**src/rtl/sh_reg_ctrl.sv**
```systemverilog
`default_nettype none
// ============================================================================
// Module      : sh_reg_ctrl
// Description : Round-robin two-port arbiter and job sequencer driving a
//               shared barrel shift register (load, N shift steps, capture).
// Revision    : 1.0 - initial release
// ============================================================================
module sh_reg_ctrl #(
    parameter int WIDTH = 8,
    parameter int SHW   = 3,
    parameter int CNTW  = 4
) (
    input  logic             clk,
    input  logic             rst,
    input  logic             req0_valid,
    output logic             req0_ready,
    input  logic [WIDTH-1:0] req0_data,
    input  logic             req0_dir,
    input  logic [SHW-1:0]   req0_amt,
    input  logic [CNTW-1:0]  req0_steps,
    input  logic             req1_valid,
    output logic             req1_ready,
    input  logic [WIDTH-1:0] req1_data,
    input  logic             req1_dir,
    input  logic [SHW-1:0]   req1_amt,
    input  logic [CNTW-1:0]  req1_steps,
    output logic             rsp_valid,
    input  logic             rsp_ready,
    output logic             rsp_id,
    output logic [WIDTH-1:0] rsp_data,
    output logic             sr_load,
    output logic             sr_shift_r_l,
    output logic [SHW-1:0]   sr_sh,
    output logic [WIDTH-1:0] sr_d_in,
    input  logic [WIDTH-1:0] sr_q,
    output logic             busy
);

    localparam logic [CNTW-1:0] c_cnt_one = CNTW'(1);

    typedef enum logic [2:0] {
        S_IDLE  = 3'd0,
        S_LOAD  = 3'd1,
        S_SHIFT = 3'd2,
        S_CAPT  = 3'd3,
        S_RESP  = 3'd4
    } state_t;

    state_t            r_state;
    state_t            w_next;
    logic              w_gnt;
    logic              w_accept;
    logic [WIDTH-1:0]  r_data;
    logic              r_dir;
    logic [SHW-1:0]    r_amt;
    logic [CNTW-1:0]   r_steps;
    logic              r_id;
    logic              r_last_grant;
    logic [CNTW-1:0]   r_cnt;
    logic [WIDTH-1:0]  r_rsp_data;
    logic              r_rsp_id;

    // On a tie the requester that was not served last wins.
    always_comb begin
        if (req0_valid && req1_valid) begin
            w_gnt = ~r_last_grant;
        end else begin
            w_gnt = req1_valid;
        end
    end

    always_ff @(posedge clk or posedge rst) begin
        if (rst) begin
            r_state <= S_IDLE;
        end else begin
            r_state <= w_next;
        end
    end

    always_comb begin
        w_next       = r_state;
        w_accept     = 1'b0;
        req0_ready   = 1'b0;
        req1_ready   = 1'b0;
        sr_load      = 1'b0;
        sr_shift_r_l = 1'b0;
        sr_sh        = '0;
        sr_d_in      = '0;
        rsp_valid    = 1'b0;
        busy         = 1'b1;
        case (r_state)
            S_IDLE: begin
                busy = 1'b0;
                if (req0_valid || req1_valid) begin
                    w_accept   = 1'b1;
                    req0_ready = ~w_gnt;
                    req1_ready = w_gnt;
                    w_next     = S_LOAD;
                end
            end
            S_LOAD: begin
                sr_load = 1'b1;
                sr_d_in = r_data;
                w_next  = (r_steps != '0) ? S_SHIFT : S_CAPT;
            end
            S_SHIFT: begin
                sr_sh        = r_amt;
                sr_shift_r_l = r_dir;
                if (r_cnt == c_cnt_one) begin
                    w_next = S_CAPT;
                end
            end
            S_CAPT: begin
                w_next = S_RESP;
            end
            S_RESP: begin
                rsp_valid = 1'b1;
                if (rsp_ready) begin
                    w_next = S_IDLE;
                end
            end
            default: begin
                w_next = S_IDLE;
            end
        endcase
    end

    always_ff @(posedge clk or posedge rst) begin
        if (rst) begin
            r_data       <= '0;
            r_dir        <= 1'b0;
            r_amt        <= '0;
            r_steps      <= '0;
            r_id         <= 1'b0;
            r_last_grant <= 1'b1;
            r_cnt        <= '0;
            r_rsp_data   <= '0;
            r_rsp_id     <= 1'b0;
        end else begin
            if (w_accept) begin
                r_data       <= w_gnt ? req1_data  : req0_data;
                r_dir        <= w_gnt ? req1_dir   : req0_dir;
                r_amt        <= w_gnt ? req1_amt   : req0_amt;
                r_steps      <= w_gnt ? req1_steps : req0_steps;
                r_id         <= w_gnt;
                r_last_grant <= w_gnt;
            end
            if (r_state == S_LOAD) begin
                r_cnt <= r_steps;
            end else if (r_state == S_SHIFT) begin
                r_cnt <= r_cnt - c_cnt_one;
            end
            // Register output has settled after the last shift edge.
            if (r_state == S_CAPT) begin
                r_rsp_data <= sr_q;
                r_rsp_id   <= r_id;
            end
        end
    end

    assign rsp_data = r_rsp_data;
    assign rsp_id   = r_rsp_id;

endmodule
`default_nettype wire

```
**config.mk**
```make
export PLATFORM = sky130hd
export DESIGN_NAME = sh_reg_ctrl
export DESIGN_NICKNAME = d
export VERILOG_FILES = /design/src/rtl/sh_reg_ctrl.sv
export SDC_FILE = /design/constraint.sdc
export NUM_CORES = 1
export LEC_CHECK = 0
export CAP_MARGIN = 20
export CORE_ASPECT_RATIO = 1.2
export CORE_MARGIN = 4
export CORE_UTILIZATION = 45
export CTS_BUF_LIST = sky130_fd_sc_hd__clkbuf_8
export DETAILED_ROUTE_END_ITERATION = 10
export MAX_ROUTING_LAYER = met4
export PLACE_DENSITY_LB_ADDON = 0.1
export SYNTH_ARGS = -nofsm -noshare
export SYNTH_HDL_FRONTEND = slang
export SYNTH_SLANG_ARGS = --single-unit
```
**constraint.sdc**
```tcl
create_clock -name clk -period 4.3 [get_ports clk]
set_clock_uncertainty 0.15 [all_clocks]
set_input_delay 0.43 -clock clk [delete_from_list [all_inputs] [get_ports clk]]
set_output_delay 0.43 -clock clk [all_outputs]
set_load 0.05 [all_outputs]
```
**Yosys cells after proc, flatten, opt, wreduce, memory -nomap -nowiden**

Cells that the tools add are included.

- Register bits after elaboration: 34
- Output and inout bits: 26
- Logic and storage cells: 51

- $add $sub $neg: 1
- Equality and inequality tests: 8
- Mux-type cells: 24
- Bitwise operators: 2
- Reduce and logical (&&, ||, !) cells: 6

Operators by type and width:

| cell | number |
|---|---|
| $mux W8 | 2 |
| $mux W3 | 5 |
| $pmux W3 S5 | 1 |
| $mux W1 | 13 |
| $mux W4 | 3 |
| $eq A3 B2 Y1 const B | 2 |
| $ne A2 B2 Y1 const B | 3 |
| $eq A4 B1 Y1 const B | 1 |
| $reduce_bool A4 Y1 | 1 |
| $sub A4 B1 Y4 const B | 1 |
| $eq A3 B1 Y1 const B | 1 |
| $eq A3 B3 Y1 const B | 1 |
| $logic_not A3 Y1 | 1 |
| $reduce_and A3 Y1 | 1 |
| $not A1 Y1 | 2 |
| $reduce_bool A2 Y1 | 1 |
| $logic_and A1 B1 Y1 | 1 |
| $logic_or A1 B1 Y1 | 1 |

**Longest topological paths before layout**

- Word-level depth: 5
- Gate-level depth with buffers: 6

**Worst setup path before layout**

No wires, ideal clock.

- Path type: reg-to-output
- From: register r_state[0]
- To: output sr_d_in[0]
- Arrival: 1.626 ns
- Data required time: 3.720 ns
- Setup slack: 2.094 ns
- Stages on the path, launching flop included: 4
- Cell sequence: dfrtp_1 > nor3b_4 > buf_2 > and2_1

- Longest elaborated chain between the ends: 2

RTL lines:

| what | line | source |
|---|---|---|
| start, declared | 49 | `state_t r_state;` |
| start signal, assigned | 76 | `r_state <= w_next;` |
| $eq A3 B1 Y1 | 91 | `case (r_state)` |
| $mux W8 | 91 |  |
| end, declared | 34 | `output logic [WIDTH-1:0] sr_d_in,` |

No other way between the ends.

**Final worst setup path**

- From: input req1_valid
- To: output req1_ready

- Longest elaborated chain between the ends: 4

RTL lines:

| what | line | source |
|---|---|---|
| start, declared | 21 | `input logic req1_valid,` |
| $logic_and A1 B1 Y1 | 65 | `if (req0_valid && req1_valid) begin` |
| $mux W1 | 65 |  |
| $mux W1 * | 94 | `if (req0_valid \|\| req1_valid) begin` |
| $mux W1 * | 91 |  |
| end, declared | 22 | `output logic req1_ready,` |

Mark *: on every way between the ends. The rest lies on a longest branch, timed or not.

==> results.cfg <==
[yosys]
synth_area_leaders = dfrtp_1, mux2_2, mux2_4
ys.warnings.count = 0
async_reset_ff_frac = 1.000
synth_seq_cells = 34
synth-compound-area-share = 0.05809
synth_cell_types = 34
synth_adder_area_share = 0.01383
postSynthAreaPerCell_um2 = 13.40
synth_seq_area_share = 0.4710
netlist.area_leader.share = 0.4564
synth_area_um2 = 1809
yosysTopAreaCell = dfrtp_1
synth_flop_cell = dfrtp_1
synth.area.mux_share = 0.2870
syn_nets = 182
synthCells = 135
synth-edff-count = 0
yosys.area_share.simple = 0.1245
synth_xor_area_frac = 0
synth_top_family_by_area = multiplexers

[pwr]
power_frac_seq = 0.300
ir_worst_vdd_mv = 0.3800
finalPower_mw = 2.060
combPwrFrac = 0.569
pwr-share-clk = 0.131
p_sw_frac = 0.4266
p_leak_nw = 1.109
power_density_nw_per_um2 = 780.8
internal_power_mw = 1.182
p_sw_mw = 0.8789

[floorplan]
initial_core_util = 0.4627
die_h_um = 77.46
core_area_um2 = 3910
chipWidth_um = 65.88
die-area_um2 = 5103
rows = 25
io_pins = 71

[clock_network]
cts_tree = yes
htree_levels = 2
post_cts_buffers = 0
cts_resized = 0
cts_root_buf = clkbuf_8
path_clk_slew_ps = 70
numClockSinks = 34
clockBufferDepth = 2
clk_latency_ps = 280
cts_made_buffers = 5
postCtsHoldBufs = 0

[status]
status = finished, final reports clean

[route]
antenna_left = 0
wl_um = 3933
drt_iter0_markers = 40
vias_per_cell = 5.049
drc = 0
firstDrtPassIters = 4
vias = 1328
wl_per_cell_um = 14.95

[sta]
hold_violations = 0
min_period_over_period = 0.6991
min_period_ps = 3006
drv_slew = 0
fin_setup_tns_ps = 0
max-slew-margin-rel = 0.4114
tightest_slew_ps = 882.9
setup_viol = 0
timing.fmax_ghz = 0.3327
grt_setup_unrepaired = no

[global_route]
grt_max_degree = 35
grt_overflow_total = 0
grt_usage = 0.1746
antenna_found_initial = 0
grt_first_pass_wirelength_um = 6624
first_global_vias = 1466

[setup_path]
crit_required_ps = 3720
reg2reg_depth = 3
r2r_setup_slack_ps = 2050
endpoint_kind = output pin
r2r-start = r_state[1]
worst_ep_arrival_time_ps = 2430
crit_path_start_kind = input port
rr_endpoint = r_data[5]
path_max_fanout = 18
crit_type = input port to output pin

[placed_design]
dpl.hpwl_um = 2979
io_buffers = 70
routabilityCongestion = 0.7271

[worst_hold_path]
hp-start = r_data[1]
hp-class = flip-flop to flip-flop
hold_depth = 1
hold_path_end = r_data[1]

[job]
maxCapViolCount = 0

[cells_and_area]
fillCellCount = 316
antennaDiodeCount = 0
multi_input_area_um2 = 874.6
final_nets = 255
area_delta_synth_final_pct = 45.85
drive_gt1_frac = 0.2440
seq_area_um2 = 852.1
## Yosys cell counts, types with 3 or more instances
cell / instances
and2_1: 13
buf_6: 3
dfrtp_1: 33
inv_1: 5
mux2_1: 6
mux2_2: 25
mux2_4: 10
nor3_1: 3
## how the worst max path moves through the flow
stage,start,end,slack [ps]
after global placement,req1_valid,req1_ready,1320
after floorplan,r_state[0],sr_d_in[0],2090
final,req1_valid,req1_ready,1290
after detailed placement,req1_valid,req1_ready,1280
after CTS,r_state[0],sr_d_in[6],1260
after global routing,r_state[0],sr_d_in[1],1140
## worst max-delay path, stage by stage
cell and delay [ps]:
clkdlybuf4s50_1 560, a21boi_4 190, buf_4 260, and2_1 180, clkdlybuf4s50_1 800
## registers in the layout (all words and copies together), names as in the netlist
register and cells:
r_cnt 4, r_steps 4, r_data 8, r_id 1, r_amt 3, r_dir 1, r_state 3, rsp_data 8
rsp_id 1, r_last_grant 1
## through the flow
step                hold WS, ps  instances  utilization  area, um2  setup slack, ps
detailed placement        321.0        255       0.6467       2529             1284
global placement          310.2        255       0.6467       2529             1324
global route              363.6        263       0.6749       2639             1135
finish                    333.7        263       0.6749       2639             1294
floorplan                 295.8        135            -       1809             2094
CTS                       337.9        263       0.6749       2639             1262
## power groups by stage
stage	Clock [mW]	Combinational [mW]	Sequential (mW)
finish	0.270	1.17	0.619
global route	0.293	1.25	0.640
CTS	0.279	1.19	0.619
detailed placement	0	1.18	0.622
global placement	0	1.17	0.613
floorplan	0	0.759	0.735
## layer usage
metal | vias to the layer above | global-route usage | share of wire
met5 | - | - | 0
met4 | 0 | 0.07469 | 0.017
met3 | 5 | 0.03907 | 0.043
met2 | 42 | 0.2939 | 0.53
met1 | 659 | 0.1959 | 0.40
li1 | 622 | - | -
## logic make-up (layout without fill, tap and decap cells)
kind of cell	Yosys count	in the layout
compound gates	13	13
fa+ha+maj	2	2
buf+inv	11	85
flops	34	34
mux	43	43
simple gates	32	32
## cells in the final DEF (no fill, tap or decap), types with 3 or more instances in the layout
cell             instances
mux2_1                   6
clkbuf_8                 8
inv_1                    5
dfrtp_1                 33
nor3_1                   3
mux2_2                  25
mux2_4                  10
and2_1                  13
clkdlybuf4s50_1         70
## layout make-up
class / instances / area share
inverter: 5 / 0.007112
multi-input combinational: 90 / 0.3314
tap: 54 / 0.02560
timing repair buffer: 72 / 0.2712
sequential: 34 / 0.3229
clock buffer: 8 / 0.04173
(Power assumes the default switching activity.)
